--- src/rtl/veririsc_fetch_seq.sv ---
// Phase sequencer and fetch datapath for the VeriRISC core.
// Generates the 4-phase instruction cycle and holds the instruction register
// and program counter. It also drives the memory address and counts retired
// instructions.
//
// Ports:
//   clk, rst_n    clock and asynchronous active-low reset
//   mem_data      instruction/data word returned by memory
//   mem_ready     mem_data is valid this cycle
//   ld_ir         load ir_out from mem_data (honoured only in fetch with mem_ready)
//   inc_pc        increment pc
//   ld_pc         load pc from ir_out operand field (priority over inc_pc)
//   halt          stop the machine (sticky until reset)
//   phase         00 fetch, 01 decode, 10 execute, 11 writeback
//   ir_out        instruction register
//   pc            program counter
//   addr          memory address (combinational): pc in fetch, else operand
//   halted        sticky halt status
//   instr_count   saturating retired-instruction counter
module veririsc_fetch_seq #(
  parameter int unsigned AWIDTH = 5,
  parameter int unsigned DWIDTH = 8,
  parameter int unsigned CWIDTH = 16
) (
  input  logic              clk,
  input  logic              rst_n,
  input  logic [DWIDTH-1:0] mem_data,
  input  logic              mem_ready,
  input  logic              ld_ir,
  input  logic              inc_pc,
  input  logic              ld_pc,
  input  logic              halt,
  output logic [1:0]        phase,
  output logic [DWIDTH-1:0] ir_out,
  output logic [AWIDTH-1:0] pc,
  output logic [AWIDTH-1:0] addr,
  output logic              halted,
  output logic [CWIDTH-1:0] instr_count
);

  typedef enum logic [1:0] {
    PH_FETCH  = 2'b00,
    PH_DECODE = 2'b01,
    PH_EXEC   = 2'b10,
    PH_WB     = 2'b11
  } phase_e;

  localparam logic [CWIDTH-1:0] CNT_MAX = '1;

  phase_e state;

  assign phase = state;

  // Address mux: instruction fetch uses pc, later phases use the operand field.
  always_comb begin
    addr = ir_out[AWIDTH-1:0];
    if (state == PH_FETCH) begin
      addr = pc;
    end
  end

  // Phase FSM plus fetch datapath; halt freezes everything until reset.
  always_ff @(posedge clk or negedge rst_n) begin
    if (!rst_n) begin
      state       <= PH_FETCH;
      ir_out      <= '0;
      pc          <= '0;
      halted      <= 1'b0;
      instr_count <= '0;
    end else if (!halted) begin
      if (halt) begin
        halted <= 1'b1;
      end else begin
        // IR captures only a valid memory word during fetch.
        if (state == PH_FETCH && ld_ir && mem_ready) begin
          ir_out <= mem_data;
        end

        // Jump target comes from the pre-edge IR value.
        if (ld_pc) begin
          pc <= ir_out[AWIDTH-1:0];
        end else if (inc_pc) begin
          pc <= pc + AWIDTH'(1);
        end

        case (state)
          PH_FETCH: begin
            if (mem_ready) begin
              state <= PH_DECODE;
            end
          end
          PH_DECODE: state <= PH_EXEC;
          PH_EXEC:   state <= PH_WB;
          PH_WB: begin
            state <= PH_FETCH;
            if (instr_count != CNT_MAX) begin
              instr_count <= instr_count + CWIDTH'(1);
            end
          end
          default: state <= PH_FETCH;
        endcase
      end
    end
  end

endmodule

--- config.mk ---
export PLATFORM = sky130hd
export DESIGN_NAME = veririsc_fetch_seq
export DESIGN_NICKNAME = d
export VERILOG_FILES = /design/src/rtl/veririsc_fetch_seq.sv
export SDC_FILE = /design/constraint.sdc
export NUM_CORES = 1
export LEC_CHECK = 0
export ABC_AREA = 1
export BUFFER_PORTS_ARGS = -buffer_cell sky130_fd_sc_hd__buf_2
export CAP_MARGIN = 20
export CORE_MARGIN = 1.5
export CORE_UTILIZATION = 46
export DETAILED_ROUTE_END_ITERATION = 10
export PLACE_DENSITY = 0.72
export SYNTH_ARGS = -nofsm -noshare
export SYNTH_HDL_FRONTEND = slang
export SYNTH_SLANG_ARGS = --single-unit
--- constraint.sdc ---
create_clock -name clk -period 2.02 [get_ports clk]
set_clock_uncertainty 0.1 [all_clocks]
set_input_delay 0.303 -clock clk [delete_from_list [all_inputs] [get_ports clk]]
set_output_delay 0.303 -clock clk [all_outputs]
set_load 0.1 [all_outputs]
==> key figures, run 1 <==
Timing
  • Final WS setup: 0.0953 ns
  • Worst hold slack: approximately 0.15 ns
  • Least-Margin Pin Slew: just over 0.7 ns
  • Final Max Slew Viols: 0
  • Period minus WS final: 1.92 ns
  • Sum Neg Setup Slack: 0 ns
  • Fin crit share: 0.953
  • Hold Fails Final Rpt: 0
  • RSZ-0062 raised after global routing: false
  • Achievable frequency: 520 MHz
  • Slew HR: 0.525
  • Finish-stage setup viols: 0

Yosys
  • Adder-Cell Fraction of Synth Area: 0.0339
  • Netlist Area Pre-Place: roughly 1800 µm²
  • Cells after synthesis: 246
  • Yosys warns: 0
  • Yosys top cell area share: 0.433
  • Distinct cell type count after synthesis: 26
  • Simple-gate share of the synthesized area: 0.332
  • Largest family of logic cells by synthesized area: simple AND/OR/NAND/NOR gates
  • Sequential area share after synthesis: 0.433
  • Ys async rst share: 1.00
  • Number of synthesized flops with an enable pin: 0
  • Most instantiated cells after synthesis: nand2_1 (74), inv_1 (33), dfrtp_1 (32)
  • Syn_area_per_cell: 7.51 µm²
  • Top post-synthesis cells by area: dfrtp_1 (43%), nand2_1 (15%), inv_1 (6.7%), nand3_1 (6.2%), o21ai_0 (4.9%)
  • Most used DFF post-synth: dfrtp_1
  • Post-synthesis compound-gate area fraction: 0.0785
  • Synth Area in XOR/XNOR: 0.0284
  • Synth Register Bits: 32
  • Syn nets: 266
  • Count leader, synth: nand2_1
  • Mux cell area share after synthesis: 0
  • Largest area contributor in the netlist: dfrtp_1

Floorplan
  • Num ports: 52
  • Height of the chip: 66.4 µm
  • Core footprint: 3770 µm²
  • Die area: approximately 4400 µm²
  • Starting Density: 0.490
  • Die X: 66.4 µm
  • # rows: 22

Place
  • Port Buffers: 51
  • Pre-CTS setup slack: 0.218 ns
  • Dpl cell area: 2290 µm²
  • Placed instance count: 340
  • GP Congestion: 0.818
  • Hpwl dp: 3080 µm

Setup path
  • Element type at the critical path end: output port
  • WP data required: 1.62 ns
  • Worst Path Arrival: 1.52 ns
  • Worst-path maximum fanout: 10
  • Startpoint Class: flop
  • CP Class: reg2out

Final layout
  • Synth-to-layout area growth: 33.1%
  • Diode count: 0
  • Multi-input logic area: 943 µm²
  • Final instance area: 2460 µm²
  • Finished Layout Cells: roughly 350
  • Final core utilization: 0.652
  • Storage element area: 818 µm²
  • Layout cell share with drive strength beyond 1: 0.318
  • Filler cells: 334
  • Post-layout net count: 324

Global route
  • Tot GR Track Use: 0.224
  • Antenna violations before repair: 0
  • Largest net degree at the start of global routing: 33
  • First-pass GRT wire length: 7510 µm
  • Number of global-route vias before repair: 1672
  • Total congestion overflow: 0

Outcome
  • Status: complete, no violations

Power
  • Pwr Density: approximately 550 nW/µm²
  • Max VDD drop: 467 µV
  • Leakage power: 1.28 nW
  • Total power: about 1.4 mW

CTS
  • Post-CTS sizing: 0
  • CTS clk-pin slew, worst paths: 0.07 ns
  • H-tree depth: 2
  • Clock root cell: clkbuf_8
  • Clk_lat worst skew: approximately 0.29 ns
  • CTS Buffer Depth: 2
  • CTS Buf Count: 5
  • CTS tree: done
  • Clk sinks: 32

Detailed routing
  • DR pass1 iterations: 6
  • Drt total wl: 4310 µm
  • Detailed-route via count: 1749
  • Routed Antenna Nets: 0
  • Vias per cell: 4.95
  • DRC Markers: 0
  • Initial DRC Count: between 90 and 100
  • WL/cell: 12.2 µm

Job
  • Max_cap viols: 0

Hold path
  • Worst hold path type: in2reg
-- placed cells by master (no fill, tap or decap), types with 7 or more instances in the layout --
cell type,Yosys,layout
nand2_1,74,74
buf_2,3,46
inv_1,33,30
nand3_1,23,23
dfrtp_1,32,22
nor2_1,17,17
o21ai_0,18,13
a21oi_1,9,9
dfrtp_2,0,8
clkbuf_8,0,7
-- cells by family after synthesis --
kind of cell               count (synthesis)
and+or+nand+nor                          133
buffers and inverters                     41
adders and majority gates                  5
xor gates and xnor gates                   6
AOI/OAI and AO/OA                         29
DFF                                       32
-- cell type report --
type                       count  area share
clock buffer                   7      0.0392
clock inverter                 1      0.0122
inverter                      35      0.0544
multi-input combinational    173       0.384
sequential                    32       0.333
tap                           48      0.0244
timing repair buffer          57       0.154
-- sequential cells by signal (all words and copies together) (netlist names) --
name / flops
ir_out: 8
instr_count: 16
pc: 5
halted: 1
phase: 2
-- worst max-delay path, cell delays in order, from the launching register on --
cell     delay [ns]
dfrtp_4        0.51
inv_2          0.09
ha_4           0.22
inv_2          0.08
nand2_1        0.10
o21ai_4        0.07
buf_12         0.16
-- power by group --
| part | internal (mW) | total, mW | switching (mW) |
|---|---|---|---|
| Clock | 0.435 | 0.679 | 0.243 |
| Combinational | 0.0114 | 0.0310 | 0.0195 |
| Sequential | 0.640 | 0.640 | 0 |
| Total | 1.09 | 1.35 | 0.263 |
-- repair_timing --
| item | 4_1_cts | 5_1_grt |
|---|---|---|
| hold buffers | 1 | 0 |
| endpoints found under the hold margin | 32 | 0 |
| buffers inserted | 0 | 4 |
| setup endpoints to repair | 0 | 4 |
-- worst paths after layout --
kind	from	end	slack [ns]	cells past startpoint
max	phase[1]	addr[0]	0.1	6
min	mem_data[5]	ir_out[5]	0.15	3
max reg2reg	instr_count[0]	instr_count[9]	0.23	9
min reg2reg	ir_out[7]	ir_out[7]	0.39	2
max in group asynchronous	rst_n	phase[0]	0.79	2
min in group asynchronous	rst_n	instr_count[15]	0.50	2
-- metal layers --
layer / share of wire / vias up / GRT usage / routed length (µm)
li1: - / 884 / - / -
met2: 0.49 / 39 / 0.378 / 2130
met4: 0.0097 / 0 / 0.0536 / 42
met5: 0 / - / 0 / 0
met1: 0.45 / 821 / 0.279 / 1940
met3: 0.046 / 5 / 0.0716 / 200
No activity file was read; power rests on OpenSTA's default activity.
==> run 2, diff against run 1 <==
- CORE_UTILIZATION: 46 -> 30
- PLACE_DENSITY: 0.72 -> default
==> key figures, run 2 (synthesis gave the netlist of run 1 again) <==
Hold path
  • Hold path depth: 3
  • Hold endpoint: ir_out[5]
  • Hold Startpoint: mem_data[5]
  • Worst hold path type: in2reg

Final layout
  • Highest-count cells in the layout ignoring fill and taps: nand2_1 (74), buf_2 (46), inv_1 (30)
  • Post-layout net count: 327
  • Largest register FFs: 16
  • Synth-to-layout area growth: 35.3%
  • Diode count: 0
  • Finished Layout Cells: 383
  • Layout cell share with drive strength beyond 1: 0.325
  • Top Registers: instr_count x16, ir_out x8, pc x5
  • Filler cells: 620
  • Multi-input logic area: 943 µm²
  • Final core utilization: 0.422
  • Most flops, register: instr_count
  • Commonest non-fill, non-tap cell in the layout: nand2_1
  • Storage element area: 818 µm²

Global route
  • Met1 Use GR: 0.205
  • M2 GR Usage: 0.240
  • Number of global-route vias before repair: 1665
  • First-pass GRT wire length: just under 8000 µm
  • Tot GR Track Use: 0.154
  • Antenna violations before repair: 0
  • Met3 usage in global routing: 0.0378
  • Largest net degree at the start of global routing: 17
  • Total congestion overflow: 0
  • GRT busiest layer: met2

Detailed routing
  • Detailed-route via count: 1724
  • WL/cell: 11.2 µm
  • Vias per cell: 4.50
  • Drt total wl: 4310 µm
  • DR pass1 iterations: 4
  • DRC Markers: 0
  • Routed Antenna Nets: 0
  • Initial DRC Count: 70

Timing
  • Fin crit share: 0.947
  • Slew HR: 0.669
  • Final Max Slew Viols: 0
  • Least-Margin Pin Slew: 0.500 ns
  • RSZ-0062 raised after global routing: false
  • Finish-stage setup viols: 0
  • Hold Fails Final Rpt: 0
  • Achievable frequency: 523 MHz
  • Period minus WS final: 1.91 ns
  • Sum Neg Setup Slack: 0 ns

CTS
  • Clock root cell: clkbuf_8
  • Post-CTS sizing: 0
  • CTS Buffer Depth: 2
  • H-tree depth: 2
  • CTS tree: done
  • CTS Buf Count: 5
  • Clk sinks: 32
  • Clk_lat worst skew: 0.29 ns
  • CTS clk-pin slew, worst paths: 0.07 ns

Setup path
  • Critical R2R Capture: ir_out[4]
  • WP buf/inv: 3
  • CP Class: reg2out
  • Most frequent CP cell: inv_2
  • Worst-path maximum fanout: 11
  • Flop2flop setup slack: 0.30 ns
  • CP top delay family: flip-flops
  • Worst Path Arrival: 1.51 ns
  • Critical path, cell by cell: inv_2 -> ha_4 -> inv_2 -> nand2_1 -> o21ai_4 -> buf_12
  • Element type at the critical path end: output port
  • WP data required: 1.62 ns
  • Reg2reg path depth: 6
  • CP max stage cell: dfrtp_4
  • CP max stage delay: approximately 0.50 ns
  • Startpoint Class: flop
  • RR Startpoint: phase[1]

Floorplan
  • # rows: 28
  • Die area: 6640 µm²
  • Height of the chip: 81.5 µm
  • Die X: 81.5 µm
  • Starting Density: 0.312
  • Core footprint: 5920 µm²
  • Num ports: 52

Place
  • Port Buffers: a little over 50
  • Hpwl dp: approximately 3300 µm
  • GP Congestion: 0.754
  • Placed instance count: 371

Outcome
  • Status: complete, no violations

Job
  • Max_cap viols: 0

Power
  • Leakage power: 1.29 nW
  • Pwr Density: 519 nW/µm²
  • Total power: 1.30 mW
  • Max VDD drop: 303 µV
## run 2: cell count changes in the layout (fill, tap and decap cells not counted)
| cell | previous run | this run |
|---|---|---|
| buf_4 | 5 | 8 |
| clkbuf_8 | 7 | 5 |
| clkinv_2 | 0 | 1 |
| clkinvlp_4 | 0 | 1 |
## run 2: per-stage QoR
stage          worst slack, ns  hold WS (ns)  cell area [µm²]
6_report                 0.107         0.148             2500
5_1_grt                 0.0129         0.160             2500
3_5_place_dp             0.317         0.122             2360
4_1_cts                 0.0428         0.139             2480
3_3_place_gp             0.352         0.113             2360
2_1_floorplan          0.00372       -0.0926             1950
## run 2: power by group
part / switching, mW / internal, mW
Combinational: 0.0211 / 0.0140
Clock: 0.258 / 0.365
Sequential: 0 / 0.640
Total: 0.279 / 1.02
## run 2: how the worst max path moves through the flow
stage	startpoint	endpoint	slack, ns	depth (start not counted)
after CTS	phase[1]	addr[0]	0.04	6
after global routing	phase[1]	addr[0]	0.01	6
final	phase[1]	addr[0]	0.11	6
after global placement	instr_count[0]	instr_count[5]	0.35	10
after detailed placement	instr_count[0]	instr_count[6]	0.32	10
after floorplan	phase[0]	addr[0]	0.004	5
## run 2: routing by layer
| metal | vias up | part of all wire |
|---|---|---|
| met1 | 778 | 0.48 |
| met3 | 5 | 0.060 |
| met4 | 0 | 0.012 |
| li1 | 892 | - |
| met2 | 49 | 0.45 |
| met5 | - | 0 |
## run 2: area by class of cell
type                            count  area share
Tap cell                           75      0.0375
Inverter                           35      0.0535
Timing Repair Buffer               60       0.160
Clock buffer                        5      0.0275
Multi-Input combinational cell    173       0.377
Clock inverter                      3      0.0170
Sequential cell                    32       0.327
## run 2: timing repair
item                       in CTS  in global routing
setup endpoints to repair       0                  4
setup buffers                   0                  3
hold endpoints to repair       11                  0
hold buffers                    1                  0
## run 2: worst register-to-register path: cells and delay by family, from the launching register on
| kind | cells | cell delay (ns) |
|---|---|---|
| flip-flops | 1 | 0.50 |
| AO/OA/AOI/OAI | 1 | 0.06 |
| adder cells (fa/ha/maj) | 1 | 0.23 |
| buffers and inverters | 2 | 0.22 |
| AND/OR/NAND/NOR | 2 | 0.50 |
==> run 3, diff against run 2 <==
- CORE_UTILIZATION: 30 -> 50
- PLACE_DENSITY: default -> 0.77
==> key figures, run 3 (synthesis gave the netlist of run 1 again) <==
Timing
  • Achievable frequency: 515 MHz
  • Finish-stage setup viols: 0
  • Final Max Slew Viols: 0
  • Worst hold slack: 0.161 ns
  • RSZ-0062 raised after global routing: false
  • Fin crit share: 0.962
  • Final WS setup: 0.0769 ns
  • Sum Neg Setup Slack: 0 ns
  • Least-Margin Pin Slew: between 0.7 and 0.8 ns
  • Hold Fails Final Rpt: 0
  • Period minus WS final: 1.94 ns
  • Slew HR: 0.531

Floorplan
  • Height of the chip: 63.8 µm
  • Die area: 4070 µm²
  • # rows: 21
  • Die X: 63.8 µm
  • Num ports: 52
  • Starting Density: 0.537
  • Core footprint: 3440 µm²

CTS
  • Clk sinks: 32
  • H-tree depth: 2
  • CTS Buf Count: 5
  • CTS clk-pin slew, worst paths: 0.06 ns
  • Post-CTS sizing: 0
  • CTS Buffer Depth: 2
  • CTS tree: done
  • Clk_lat worst skew: 0.29 ns
  • Clock root cell: clkbuf_8

Global route
  • Total congestion overflow: 0
  • Tot GR Track Use: 0.229
  • First-pass GRT wire length: 7180 µm
  • Largest net degree at the start of global routing: 33
  • Number of global-route vias before repair: around 1600
  • Antenna violations before repair: 0

Detailed routing
  • Detailed-route via count: 1768
  • DRC Markers: 0
  • WL/cell: 12.0 µm
  • M1 WL: 1880 µm
  • DR pass1 iterations: 5
  • Routed Antenna Nets: 0
  • DR top layer: met4
  • Initial DRC Count: 130
  • Vias per cell: 5.07
  • Drt total wl: 4200 µm
  • DR WL met3: between 200 and 250 µm
  • Routed wl met2: a little over 2000 µm

Setup path
  • Worst Path Arrival: 1.54 ns
  • Startpoint Class: flop
  • WP data required: about 1.6 ns
  • Worst-path maximum fanout: 11
  • Reg2reg path depth: 9
  • CP Class: reg2out
  • Element type at the critical path end: output port

Job
  • Max_cap viols: 0

Final layout
  • Layout cell share with drive strength beyond 1: 0.307
  • Top Registers: instr_count x16, ir_out x8, pc x5
  • Highest-count cells in the layout ignoring fill and taps: nand2_1 (74), buf_2 (46), inv_1 (30)
  • Diode count: 0
  • Most flops, register: instr_count
  • Storage element area: 818 µm²
  • Multi-input logic area: around 940 µm²
  • Largest register FFs: 16
  • Filler cells: 295
  • Commonest non-fill, non-tap cell in the layout: nand2_1
  • Post-layout net count: 322
  • Synth-to-layout area growth: 30.2%
  • Finished Layout Cells: 349

Hold path
  • Hold path depth: 3
  • Worst hold path type: in2reg

Place
  • Port Buffers: 51
  • GP Congestion: 0.802
  • Hpwl dp: approximately 3000 µm
  • Placed instance count: 338
  • Pre-CTS setup slack: 0.218 ns

Outcome
  • Status: complete, no violations

Power
  • Max VDD drop: 372 µV
  • Leakage power: 1.25 nW
  • Pwr Density: a little under 500 nW/µm²
-- run 3: per-layer routing --
metal	GRT usage	up-vias
met5	0	-
met4	0.0951	0
met3	0.0704	2
met2	0.383	61
met1	0.272	816
li1	-	889
-- run 3: per-stage QoR --
step | power, mW | instance area, µm² | util
2_1_floorplan | 0.657 | 1950 | -
3_3_place_gp | 0.683 | 2290 | 0.666
3_5_place_dp | 0.683 | 2290 | 0.666
4_1_cts | 1.20 | 2390 | 0.695
5_1_grt | 1.23 | 2410 | 0.699
6_report | 1.18 | 2410 | 0.699
-- run 3: report_power, final --
| group | internal [mW] | switching (mW) | total, mW | leakage, nW |
|---|---|---|---|---|
| Clock | 0.278 | 0.232 | 0.510 | 0.0455 |
| Sequential | 0.641 | 0 | 0.641 | 0.389 |
| Combinational | 0.0114 | 0.0192 | 0.0307 | 0.820 |
-- run 3: area by class of cell --
| cell class | count | area share |
|---|---|---|
| Inverter | 35 | 0.0556 |
| Sequential cell | 32 | 0.340 |
| Tap cell | 46 | 0.0239 |
| Clock buffer | 8 | 0.0374 |
| Timing Repair Buffer | 55 | 0.151 |
| Multi-Input combinational cell | 173 | 0.392 |
-- run 3: worst max-delay path: stages, from the launching register on --
cell,delay (ns)
dfrtp_4,0.50
inv_2,0.09
ha_4,0.24
inv_2,0.08
nand2_1,0.11
o21ai_4,0.08
buf_12,0.17
-- run 3: path summary, 6_finish.rpt --
| kind | from | slack (ns) | end |
|---|---|---|---|
| max | phase[1] | 0.08 | addr[0] |
| min | mem_data[7] | 0.16 | ir_out[7] |
| max reg2reg | instr_count[0] | 0.26 | instr_count[14] |
| min reg2reg | ir_out[7] | 0.39 | ir_out[7] |
| max in group asynchronous | rst_n | 0.80 | phase[1] |
| min in group asynchronous | rst_n | 0.49 | instr_count[6] |
-- run 3: what timing repair did --
| item | in CTS | in global routing |
|---|---|---|
| hold endpoints to repair | 32 | 0 |
| endpoints found under the setup margin | 0 | 2 |
| setup buffers | 0 | 2 |
| hold buffers | 1 | 0 |
